## src/rtl/fwnoc_credit_tx.sv

```systemverilog
// fwnoc_credit_tx: credit-based link transmitter.
//
// Accepts 32-bit flits on a ready/valid port. Each accepted flit is driven one cycle later
// on a registered valid/data link that has no ready. Flow control uses credits instead:
// one credit is spent per flit sent, and one credit comes back per l_credit pulse. The
// header length field (i_dat[7:0]) is tracked so that in_pkt shows when body flits are
// still outstanding.
//
// Optional feature, FWNOC_CREDIT_TX_PKT_ATOMIC_EN: a header is accepted only when enough
// credits are held for the whole packet. Body flits are then always ready.
//
// Ports:
//   clock     in   single clock, rising edge
//   reset_n   in   asynchronous active-low reset
//   i_dat     in   input flit
//   i_valid   in   input flit valid
//   i_ready   out  input flit accepted when i_valid && i_ready
//   l_dat     out  link flit (registered)
//   l_valid   out  link flit valid (registered, one cycle per flit)
//   l_credit  in   one-cycle credit return pulse
//   credits   out  current credit count
//   in_pkt    out  high while body flits of a packet are outstanding
//   err       out  sticky credit-overflow flag
module fwnoc_credit_tx #(
    parameter int unsigned CREDITS   = 2,
    parameter int unsigned CNT_WIDTH = $clog2(CREDITS + 1)
) (
    input  logic                 clock,
    input  logic                 reset_n,
    input  logic [31:0]          i_dat,
    input  logic                 i_valid,
    output logic                 i_ready,
    output logic [31:0]          l_dat,
    output logic                 l_valid,
    input  logic                 l_credit,
    output logic [CNT_WIDTH-1:0] credits,
    output logic                 in_pkt,
    output logic                 err
);

    localparam logic [CNT_WIDTH-1:0] MaxCredits = CNT_WIDTH'(CREDITS);
    localparam logic [CNT_WIDTH-1:0] OneCredit  = CNT_WIDTH'(1);

    typedef enum logic {StIdle, StBody} state_e;

    state_e               state_q, state_d;
    logic [7:0]           remaining_q, remaining_d;
    logic [CNT_WIDTH-1:0] credits_q, credits_d;
    logic                 err_q, err_d;
    logic                 l_valid_q;
    logic [31:0]          l_dat_q;
    logic                 acc;
    logic [7:0]           len;

    assign len = i_dat[7:0];

`ifdef FWNOC_CREDIT_TX_PKT_ATOMIC_EN
    // A header must find credits for itself plus all its body flits.
    logic [8:0]  need;
    logic [31:0] have;
    assign need = {1'b0, len} + 9'd1;
    assign have = 32'(credits_q);

    always_comb begin
        i_ready = 1'b0;
        if (state_q == StBody) begin
            // Body credits were reserved by the header and returns only add more.
            i_ready = 1'b1;
        end else begin
            i_ready = i_valid && (have >= 32'(need));
        end
    end
`else
    // This depends only on state, so a credit returned this cycle cannot raise it.
    always_comb begin
        i_ready = (credits_q != '0);
    end
`endif

    assign acc = i_valid && i_ready;

    // Credit counter and overflow detection.
    always_comb begin
        credits_d = credits_q;
        err_d     = err_q;
        unique case ({acc, l_credit})
            2'b10: credits_d = credits_q - OneCredit;
            2'b01: begin
                if (credits_q == MaxCredits) begin
                    err_d = 1'b1;
                end else begin
                    credits_d = credits_q + OneCredit;
                end
            end
            default: credits_d = credits_q;
        endcase
    end

    // Packet boundary tracking.
    always_comb begin
        state_d     = state_q;
        remaining_d = remaining_q;
        unique case (state_q)
            StIdle: begin
                if (acc && (len != 8'd0)) begin
                    remaining_d = len;
                    state_d     = StBody;
                end
            end
            StBody: begin
                if (acc) begin
                    remaining_d = remaining_q - 8'd1;
                    if (remaining_q == 8'd1) begin
                        state_d = StIdle;
                    end
                end
            end
            default: begin
                state_d     = StIdle;
                remaining_d = 8'd0;
            end
        endcase
    end

    always_ff @(posedge clock or negedge reset_n) begin
        if (!reset_n) begin
            state_q     <= StIdle;
            remaining_q <= 8'd0;
            credits_q   <= MaxCredits;
            err_q       <= 1'b0;
            l_valid_q   <= 1'b0;
            l_dat_q     <= 32'd0;
        end else begin
            state_q     <= state_d;
            remaining_q <= remaining_d;
            credits_q   <= credits_d;
            err_q       <= err_d;
            l_valid_q   <= acc;
            if (acc) begin
                l_dat_q <= i_dat;
            end
        end
    end

    assign l_valid = l_valid_q;
    assign l_dat   = l_dat_q;
    assign credits = credits_q;
    assign in_pkt  = (state_q == StBody);
    assign err     = err_q;

endmodule

```

## config.mk

```make
export PLATFORM = sky130hd
export DESIGN_NAME = fwnoc_credit_tx
export DESIGN_NICKNAME = d
export VERILOG_FILES = /design/src/rtl/fwnoc_credit_tx.sv
export SDC_FILE = /design/constraint.sdc
export NUM_CORES = 1
export LEC_CHECK = 0
export CORE_MARGIN = 2
export CORE_UTILIZATION = 65
export DETAILED_ROUTE_END_ITERATION = 10
export DONT_BUFFER_PORTS = 1
export GPL_ROUTABILITY_DRIVEN = 0
export GPL_TIMING_DRIVEN = 0
export PLACE_DENSITY = 0.85
export SYNTH_ARGS = -nofsm -noshare
export SYNTH_HDL_FRONTEND = slang
export SYNTH_SLANG_ARGS = --single-unit
```

## constraint.sdc

```tcl
create_clock -name clock -period 2.9 [get_ports clock]
set_input_delay 0.58 -clock clock [delete_from_list [all_inputs] [get_ports clock]]
set_output_delay 0.58 -clock clock [all_outputs]
set_load 0.03 [all_outputs]
```

# Word level (Yosys, flattened, before mapping)
# Index checks and enable logic that the tools add are counted.
dict set report totals {
  register_bits 45
  input_bits 36
  out_inout_bits 38
  wordCells 34
}
dict set report op_classes {
  addsub 3
  n_eq_ne 7
  mux 9
  bitwise_logic 1
  reduce_logical 8
}
# operator count
set op_table {}
lappend op_table {{$mux 8} 2}
lappend op_table {{$pmux 8 s2} 1}
lappend op_table {{$eq 8x1->1 const B} 1}
lappend op_table {{$reduce_bool 8->1} 1}
lappend op_table {{$sub 8x1->8 const B} 1}
lappend op_table {{$reduce_and 2->1} 3}
lappend op_table {{$eq 2x2->1 const B} 2}
lappend op_table {{$ne 2x2->1 const B} 2}
lappend op_table {{$pmux 2 s2} 1}
lappend op_table {{$reduce_bool 2->1} 2}
lappend op_table {{$mux 1} 3}
lappend op_table {{$add 2x1->2 const B} 1}
lappend op_table {{$eq 2x1->1 const B} 1}
lappend op_table {{$logic_and 1x1->1} 2}
lappend op_table {{$mux 2} 1}
lappend op_table {{$ne 2x1->1 const B} 1}
lappend op_table {{$pmux 1 s2} 1}
lappend op_table {{$sub 2x1->2 const B} 1}
lappend op_table {{$not 1->1} 1}

# Longest topological paths before layout
# Gate-level depths: netlist (run 1).
dict set report depth {
  depth_word 5
  mapped_depth 6
  depth_no_buf 6
}

# Worst setup path after synthesis (run 1)
# OpenSTA, ideal clock, no wires.
dict set report synth_path {
  kind {in2reg}
  from {input i_dat[6]}
  to {register remaining_q[2]}
  setup_time_ns 0.121
  t_arrival_ns 1.546
  t_required_ns 2.779
  path_slack_ns 1.233
  path_stages 4
  path_buffers 0
  path_cell_list {nor4_1 a31oi_1 o21a_1 o22a_1}
}
dict set report synth_via {
  elab_chain_cells 4
}
# element line_no
set synth_lines {}
lappend synth_lines {{start, declared} 30} ;# input logic [31:0] i_dat,
lappend synth_lines {{$reduce_bool 8->1} 105} ;# if (acc && (len != 8'd0)) begin
lappend synth_lines {{$logic_and 1x1->1} 105}
lappend synth_lines {{$ne 2x2->1 (no source line)} -}
lappend synth_lines {{$reduce_and 2->1 (no source line)} -}
lappend synth_lines {{end signal, assigned} 135} ;# remaining_q <= remaining_d;
lappend synth_lines {{end, declared} 47} ;# logic [7:0] remaining_q, remaining_d;
# Every way passes these cells.
# A chain may end at the register's enable or synchronous reset.

# Worst setup path after layout (run 1)
dict set report layout_path {
  from {register credits_q[0], in the netlist credits[0]}
  to {output i_ready}
}
dict set report layout_via {
  elab_chain_cells 1
}
# element line_no
set layout_lines {}
lappend layout_lines {{start, declared} 48} ;# logic [CNT_WIDTH-1:0] credits_q, credits_d;
lappend layout_lines {{start signal, assigned} 129} ;# credits_q <= MaxCredits;
lappend layout_lines {{start signal, assigned} 136} ;# credits_q <= credits_d;
lappend layout_lines {{$reduce_bool 2->1} 76} ;# i_ready = (credits_q != '0);
lappend layout_lines {{end, declared} 32} ;# output logic i_ready,
# Every way passes these cells.

==> results of run 1 <==
[stage by stage]
stage / instance area [um2] / instances / total power [mW] / hold WS (ns)
final: 2070 / 259 / 2.09 / 0.0424
after CTS: 2070 / 259 / 2.10 / 0.0323
after detailed placement: 1970 / 250 / 1.70 / 0.286
after floorplan: 1930 / 219 / 1.57 / 0.284
after global routing: 2070 / 259 / 2.21 / 0.00978
after global placement: 1970 / 250 / 1.65 / 0.285
[routing by layer]
layer | global-route usage | vias up | routed length (um)
met4 | 0.116 | 0 | 73
met3 | 0.0791 | 10 | 387
met2 | 0.440 | 77 | 2030
met5 | 0 | - | 0
li1 | - | 730 | -
met1 | 0.281 | 725 | 1590
[state kept, by name, summed over array words and instances (netlist names)]
| signal | flops |
|---|---|
| credits | 2 |
| err | 1 |
| in_pkt | 1 |
| l_dat | 32 |
| l_valid | 1 |
| remaining_q | 8 |
[power by group through the flow]
stage / registers, mW / logic [mW] / clock network [mW]
floorplan: 1.24 / 0.332 / 0
global placement: 1.28 / 0.373 / 0
CTS: 1.28 / 0.429 / 0.391
global route: 1.30 / 0.488 / 0.417
finish: 1.28 / 0.428 / 0.384
detailed placement: 1.29 / 0.415 / 0
[final timing paths]
| check | from | to | slack [ns] | cells after the start |
|---|---|---|---|---|
| hold reg to reg | remaining_q[7] | remaining_q[7] | 0.51 | 2 |
| setup / recovery | credits[0] | i_ready | 0.95 | 1 |
| min in group clock | i_dat[2] | l_dat[2] | 0.32 | 2 |
| max in group asynchronous | reset_n | l_dat[23] | 2.65 | 1 |
| hold / removal | reset_n | credits[1] | 0.04 | 0 |
| setup reg to reg | in_pkt | remaining_q[4] | 1.00 | 5 |
[cell families (layout without fill, tap and decap cells)]
family / count (synthesis) / after routing
adder cells (fa/ha/maj): 2 / 2
AND/OR/NAND/NOR: 124 / 124
flip-flops: 45 / 45
AO/OA/AOI/OAI: 34 / 34
buffers and inverters: 14 / 23
[synth_stat cells, drive strengths merged]
master	count
nand2	101
dfrtp	44
o21ai	11
a21oi	7
buf	7
nor2	6
inv	5
nor2b	4
a31oi	3
nand3	3
a2bb2oi	2
a31o	2
clkbuf	2
ha	2
nand2b	2
nor3	2
nor4	2
or3	2
a211oi	1
a22oi	1
dfstp	1
nand3b	1
o21a	1
o22a	1
o22ai	1
o31ai	1
o32ai	1
o41a	1
o41ai	1
or2	1
[area by class of cell]
class	count	area, um2	area share
Sequential cell	45	1130	0.544
Multi-Input combinational cell	160	751	0.362
Clock inverter	3	43.8	0.0211
Tap cell	31	38.8	0.0187
Clock buffer	5	37.5	0.0181
Buffer	9	36.3	0.0175
Timing Repair Buffer	1	20.0	0.00966
Inverter	5	18.8	0.00905
==> results list, run 1 <==
* Outcome: completed
- For this run, design rule violations remaining after detail routing come to 0.
- The number of antenna violations at the first check in global routing was 0.
- In the finished design, the share of the clock period the worst path needs comes to 0.673.
* Via count of the routed design: 1542
* Cell type of the slowest stage on the worst timing path: sky130_fd_sc_hd__dfrtp_1
- The tightest min-delay check is of the input port to asynchronous set/reset pin type.
- TritonRoute pass-1 iters: 4
- Cells after Synth: 219
- Worst-path maximum fanout: 7
- Setup violations remaining at the end of the flow were counted as 0.
- Of the total synthesized cell area, the portion taken by full adders, half adders and majority gates is 0.0129.
- Entering global routing, the biggest net connects 45 pins.
- Switching power: 0.913 mW
* Clock root buffer master: sky130_fd_sc_hd__clkbuf_4
* Highest clock rate: just over 500 MHz
- The number of global-route vias before repair is 1593.
- Total Die Area: 3430 um2
- Clock-pin slew was measured on the worst setup and hold paths at 0.14 ns.
- Commonest cells after routing, fill and taps aside: sky130_fd_sc_hd__nand2_1, sky130_fd_sc_hd__dfrtp_1, sky130_fd_sc_hd__o21ai_0, sky130_fd_sc_hd__a21oi_1, sky130_fd_sc_hd__nor2_1
- Mapped Nets: 257
- The share of total power dissipated in combinational logic is 0.205.
- The share of synthesized area in the top cell type comes to 0.570.
- The initial utilization of the core area, before any placement, comes to 0.695.
- Of the total power, registers draw 0.612.
- STA puts the critical path data required time at 2.32 ns.
* Cell Pwr Density: 1010 nW/um2
- Setup repair after global routing left no endpoint under its margin.
- The clock passes through at most 2 buffers.
- The biggest area contributor in the post-synthesis netlist is sky130_fd_sc_hd__dfrtp_1.
* Internal power summed over all cells: 1.18 mW
- Of the total synthesized cell area, the portion taken by XOR and XNOR cells is 0.
- Total Nets Final: 265
- For this run, the total global-route usage over all layers was measured as 0.252.
- Remaining max-slew budget at the tightest pin: 0.501
- A synthesized cell averages 8.83 um2.
- Of the total synthesized cell area, the portion taken by AND, OR, NAND and NOR gates is 0.263.
* Count of port buffers added during placement: 0
* Count of antenna diodes in the layout: 0
- Final Slew Violations: 0
- The detail route stage leaves a number of antenna-violating nets equal to 0.
- Fraction of final layout cells sized beyond drive strength 1: 0.0702
- The final number of hold-violating endpoints is 0.
- The setup path with the least slack is of type register to output port.
- The region available for standard cell placement spans 2780 um2.
- Total number of clock tree sinks: 45
- Dividing the detail-routed via count by the number of cells gives 5.95.
- The complex-gate fraction of the synthesized area was 0.113.
- Wires add up to 4.08 mm.
- Measured against the total synthesized area, the mux share comes to 0.
- Global-route congestion overflow total: 0
- In this run the count of I/O pins placed on the die edge is 74.
* Total of warnings raised by yosys: 0
* Clock tree from TritonCTS: done
- After the first detailed-routing iteration, the DRC count stood at 73.
* Number of buffers created by CTS: 5
- The critical path goes through or2_2.
- Part of the Yosys area used for sequential elements: 0.583
- Endpoint arrival time on the critical path: approximately 1.4 ns
* Global-route wire length before repair: 6.49 mm
- Number of maximum-capacitance constraint violations: 0
* Max IR drop VDD: 0.000829 V
- Skew-Pair Late Insertion Delay: 0.35 ns
* Worst slew pin tran: around 0.75 ns
- Slowest cell delay on critical path: 0.56 ns
- Power share of the clock group: 0.184
- The HPWL after detailed placement is 2.99 mm.
* Layout filler cell count: 203
- The floorplan has 19 rows.
- After synthesis, the netlist uses 32 different library cells.
- Counting both buffers and inverters, the worst setup path holds a total of 0.
- After clock tree synthesis, the setup repair step added 0 buffers.
* Synth Cell Area: approximately 1900 um2
* Switching share of power: 0.437
- Counting flops and latches in the post-synthesis netlist gives between 40 and 50.
- Final core occ: 0.745
- Deepest level of the CTS H-tree: 2
- Count of cells resized by post-cts repair: 0
- # hold bufs at CTS: 1
- Once routing completed, OpenROAD measured the worst setup slack at 0.949 ns.
- Leaving out fill and tap cells, the most frequent cell in the layout is sky130_fd_sc_hd__nand2_1.
- CP delay by family, top: flip-flops
- The worst setup path is launched from a register.
- Leakage power: ~1.0 nW
- Between clock sinks in the finished design, the worst skew comes to 0.0140 ns.
- Dominant cells by area after synthesis: sky130_fd_sc_hd__dfrtp_1, sky130_fd_sc_hd__nand2_1, sky130_fd_sc_hd__o21ai_0
- The smallest clock period supported by the final layout is computed as around 2.0 ns.
- Chip Height: between 50 and 60 um
* Crit path capture type: output port
- Relative to the synthesized area, the layout overhead comes to 7.25%.
* Combinational family with the most area after synthesis: simple AND/OR/NAND/NOR gates
* Routed length per placed instance: 15.8 um
- Setup Slack @ Placement: 1.03 ns
- For the final routed database, the setup TNS stands at 0 ns.
- In this run the horizontal extent of the chip is 58.5 um.
Note: power is estimated with default switching activity, not from simulation.
==> run 2, diff against run 1 <==
--- a/config.mk
+++ b/config.mk
@@ -6,12 +6,12 @@
 export NUM_CORES = 1
 export LEC_CHECK = 0
 export CORE_MARGIN = 2
-export CORE_UTILIZATION = 65
+export CORE_UTILIZATION = 61
 export DETAILED_ROUTE_END_ITERATION = 10
 export DONT_BUFFER_PORTS = 1
 export GPL_ROUTABILITY_DRIVEN = 0
 export GPL_TIMING_DRIVEN = 0
-export PLACE_DENSITY = 0.85
+export PLACE_DENSITY = 0.81
 export SYNTH_ARGS = -nofsm -noshare
 export SYNTH_HDL_FRONTEND = slang
 export SYNTH_SLANG_ARGS = --single-unit
==> constraint.sdc (replaced) <==
create_clock -name clock -period 1.8 [get_ports clock]
set_input_delay 0.36 -clock clock [delete_from_list [all_inputs] [get_ports clock]]
set_output_delay 0.36 -clock clock [all_outputs]
set_load 0.03 [all_outputs]
==> run 2 against run 1 <==
Compared with the run above: cell count grew 5.4%; sequential power grew 62%; largest cell class unchanged; non-clock buffer count rose by 1.
==> results list, run 2 (synthesized netlist as in run 1, its figures left out) <==
* Fraction of final layout cells sized beyond drive strength 1: 0.105
* Total number of clock tree sinks: 45
- 1st-iter DRT viols: 96
* Kind of critical path: register to output port
* Slowest cell delay on critical path: 0.71 ns
* Commonest non-fill, non-tap cell in the layout: sky130_fd_sc_hd__nand2_1
- Leaving out fill and tap cells, the most frequent cells in the layout are sky130_fd_sc_hd__nand2_1, sky130_fd_sc_hd__dfrtp_1, sky130_fd_sc_hd__o21ai_0, sky130_fd_sc_hd__a21oi_1.
- Final WL: 4.09 mm
- Count of port buffers added during placement: 0
- CP startpoint kind: register
- Total Die Area: 3640 um2
- The count of nets left with antenna violations once routing finished came out at 0.
* Endpoint arrival time on the critical path: 1.35 ns
- Routed length per placed instance: 15.0 um
- Switching share of power: 0.448
* Post-detailed-route DRC marker count: 0
- The first global-routing pass estimated about 6.4 mm of wire.
* TritonRoute pass-1 iters: 4
- In this run the worst setup path terminates at i_ready.
- The final number of hold-violating endpoints came to 0.
- Vias in the first global route: 1553
* Power share of the clock group: 0.154
* Worst path cell trace: or2_2
- In this run the horizontal extent of the chip is 60.3 um.
- The total area inside the core boundary comes to 3030 um2.
- The clock reaches the later pin of the worst-skew pair after 0.35 ns.
* Proportion of power drawn by combinational gates: 0.212
* Max IR drop VDD: between 0.001 and 0.0015 V
- Once the clock tree was built, the setup fixing pass inserted 0 buffers.
- Setup slack on the critical path of the routed design comes to slightly above 0.09 ns.
- The tool flagged a number of max-cap violations equal to 0.
- On the final layout, the worst clock skew is ~0.0081 ns.
* Tcrit/Tclk final: 0.950
- Starting density of the core: 0.638
- Endpoint required time on the critical path: 1.44 ns
* Deepest level of the CTS H-tree: 2
* Clock root buffer master: sky130_fd_sc_hd__clkbuf_4
- The number of clock buffers added by TritonCTS is 5.
* Number of antenna violations at the first check in global routing: 0
* Highest clock rate: 585 MHz
* CP delay by family, top: flip-flops
* Setup-failing EPs final: 0
- Clock Path Buffers: 2
* Instance count on the critical path: 1
- The slowest stage of the critical path is the sky130_fd_sc_hd__dfstp_2 cell.
- Total Nets Final: 266
- Internal power summed over all cells: approximately 1.8 mW
- Area growth syn-to-layout: 8.80%
* GRT Total Usage: 0.243
* Final min period: 1.71 ns
- Final Slew Violations: 0
- Flip-flop count of the largest register, all copies and words added: 32
- In this run the critical register-to-register path is launched from in_pkt.
* Outcome: completed
- The initialized floorplan defines 20 standard-cell rows.
* Global-route congestion overflow total: 0
- Clock tree from TritonCTS: done
- Critical Path Start: credits[1]
* Via count of the routed design: 1558
- At the pin with the least slew margin, the transition time is 0.523 ns.
- Reg power frac: 0.634
- Worst-case reg-to-reg path depth: 5
* R2R setup slack: 0.11 ns
* Detailed-route vias per instance: between 5 and 6
* Count of antenna diodes in the layout: 0
- Clock slew at reported path FFs: 0.13 ns
* Crit path capture type: output port
- RSZ-0062 raised after global routing: false
- Counting instances, the worst hold path has a depth of 1.
- Cell Pwr Density: about 1600 nW/um2
- Setup Slack @ Placement: -0.0509 ns
- Counting both buffers and inverters, the worst setup path holds a total of 0.
- Measured against its own limit, the worst slew margin works out to 0.648.
- Summed over all cells, the static leakage comes to roughly 1.1 nW.
* Chip Height: 60.3 um
- Entering global routing, the biggest net connects between 40 and 50 pins.
* Worst hold path type: input port to register
- Count of pins on the block boundary: 74
- Worst-path maximum fanout: 8
- Post-DP HPWL: 3.01 mm
- Layout filler cell count: 242
- Switching power: 1.46 mW
* Final core occ: 0.695
* Endpoint of the most critical register-to-register path: remaining_q[2]
==> run 2: per-layer routing <==
layer | vias to the layer above | global-route usage | wire [um]
met4 | 0 | 0.0952 | 72
met3 | 8 | 0.0844 | 379
met1 | 728 | 0.268 | 1500
li1 | 735 | - | -
met2 | 87 | 0.425 | 2140
met5 | - | 0 | 0
==> run 2: area by class of cell <==
cell class / instances / area [um2] / share of cell area
clock inverters: 2 / 13.8 / 0.00654
multi-input cells: 160 / 761 / 0.362
inverters: 5 / 18.8 / 0.00892
well taps: 44 / 55.1 / 0.0262
repair buffers: 2 / 30.0 / 0.0143
clock buffers: 6 / 51.3 / 0.0244
flip-flops and latches: 45 / 1130 / 0.537
plain buffers: 9 / 45.0 / 0.0214
==> run 2: per-stage QoR <==
stage                     total power [mW]  setup TNS, ns  hold slack [ns]  std cells  cell area [um2]
after floorplan                       2.54              0           0.0644        219             1930
after global placement                2.67              0           0.0654        263             1990
after detailed placement              2.74         -0.490           0.0654        263             1990
after CTS                             3.27        -0.0477           0.0798        273             2090
after global routing                  3.48              0           0.0443        273             2100
final                                 3.26              0           0.0860        273             2100
==> run 2: what timing repair did <==
action,CTS,global route
pin swaps,0,0
gates resized for setup,5,6
endpoints found under the setup margin,32,38
hold endpoints to repair,45,0
hold buffers,2,0
==> run 2: worst min path at each step <==
stage,from,to
after global placement,reset_n,remaining_q[4]
after floorplan,reset_n,credits[0]
after CTS,l_credit,credits[0]
final,l_credit,credits[0]
after global routing,l_credit,credits[0]
after detailed placement,reset_n,remaining_q[5]
==> run 2: power by group through the flow <==
| stage | sequential [mW] | clock, mW | combinational (mW) |
|---|---|---|---|
| after global routing | 2.11 | 0.571 | 0.796 |
| after global placement | 2.06 | 0 | 0.603 |
| final | 2.07 | 0.503 | 0.692 |
| after CTS | 2.06 | 0.515 | 0.690 |
| after detailed placement | 2.08 | 0 | 0.661 |
| after floorplan | 2.00 | 0 | 0.535 |
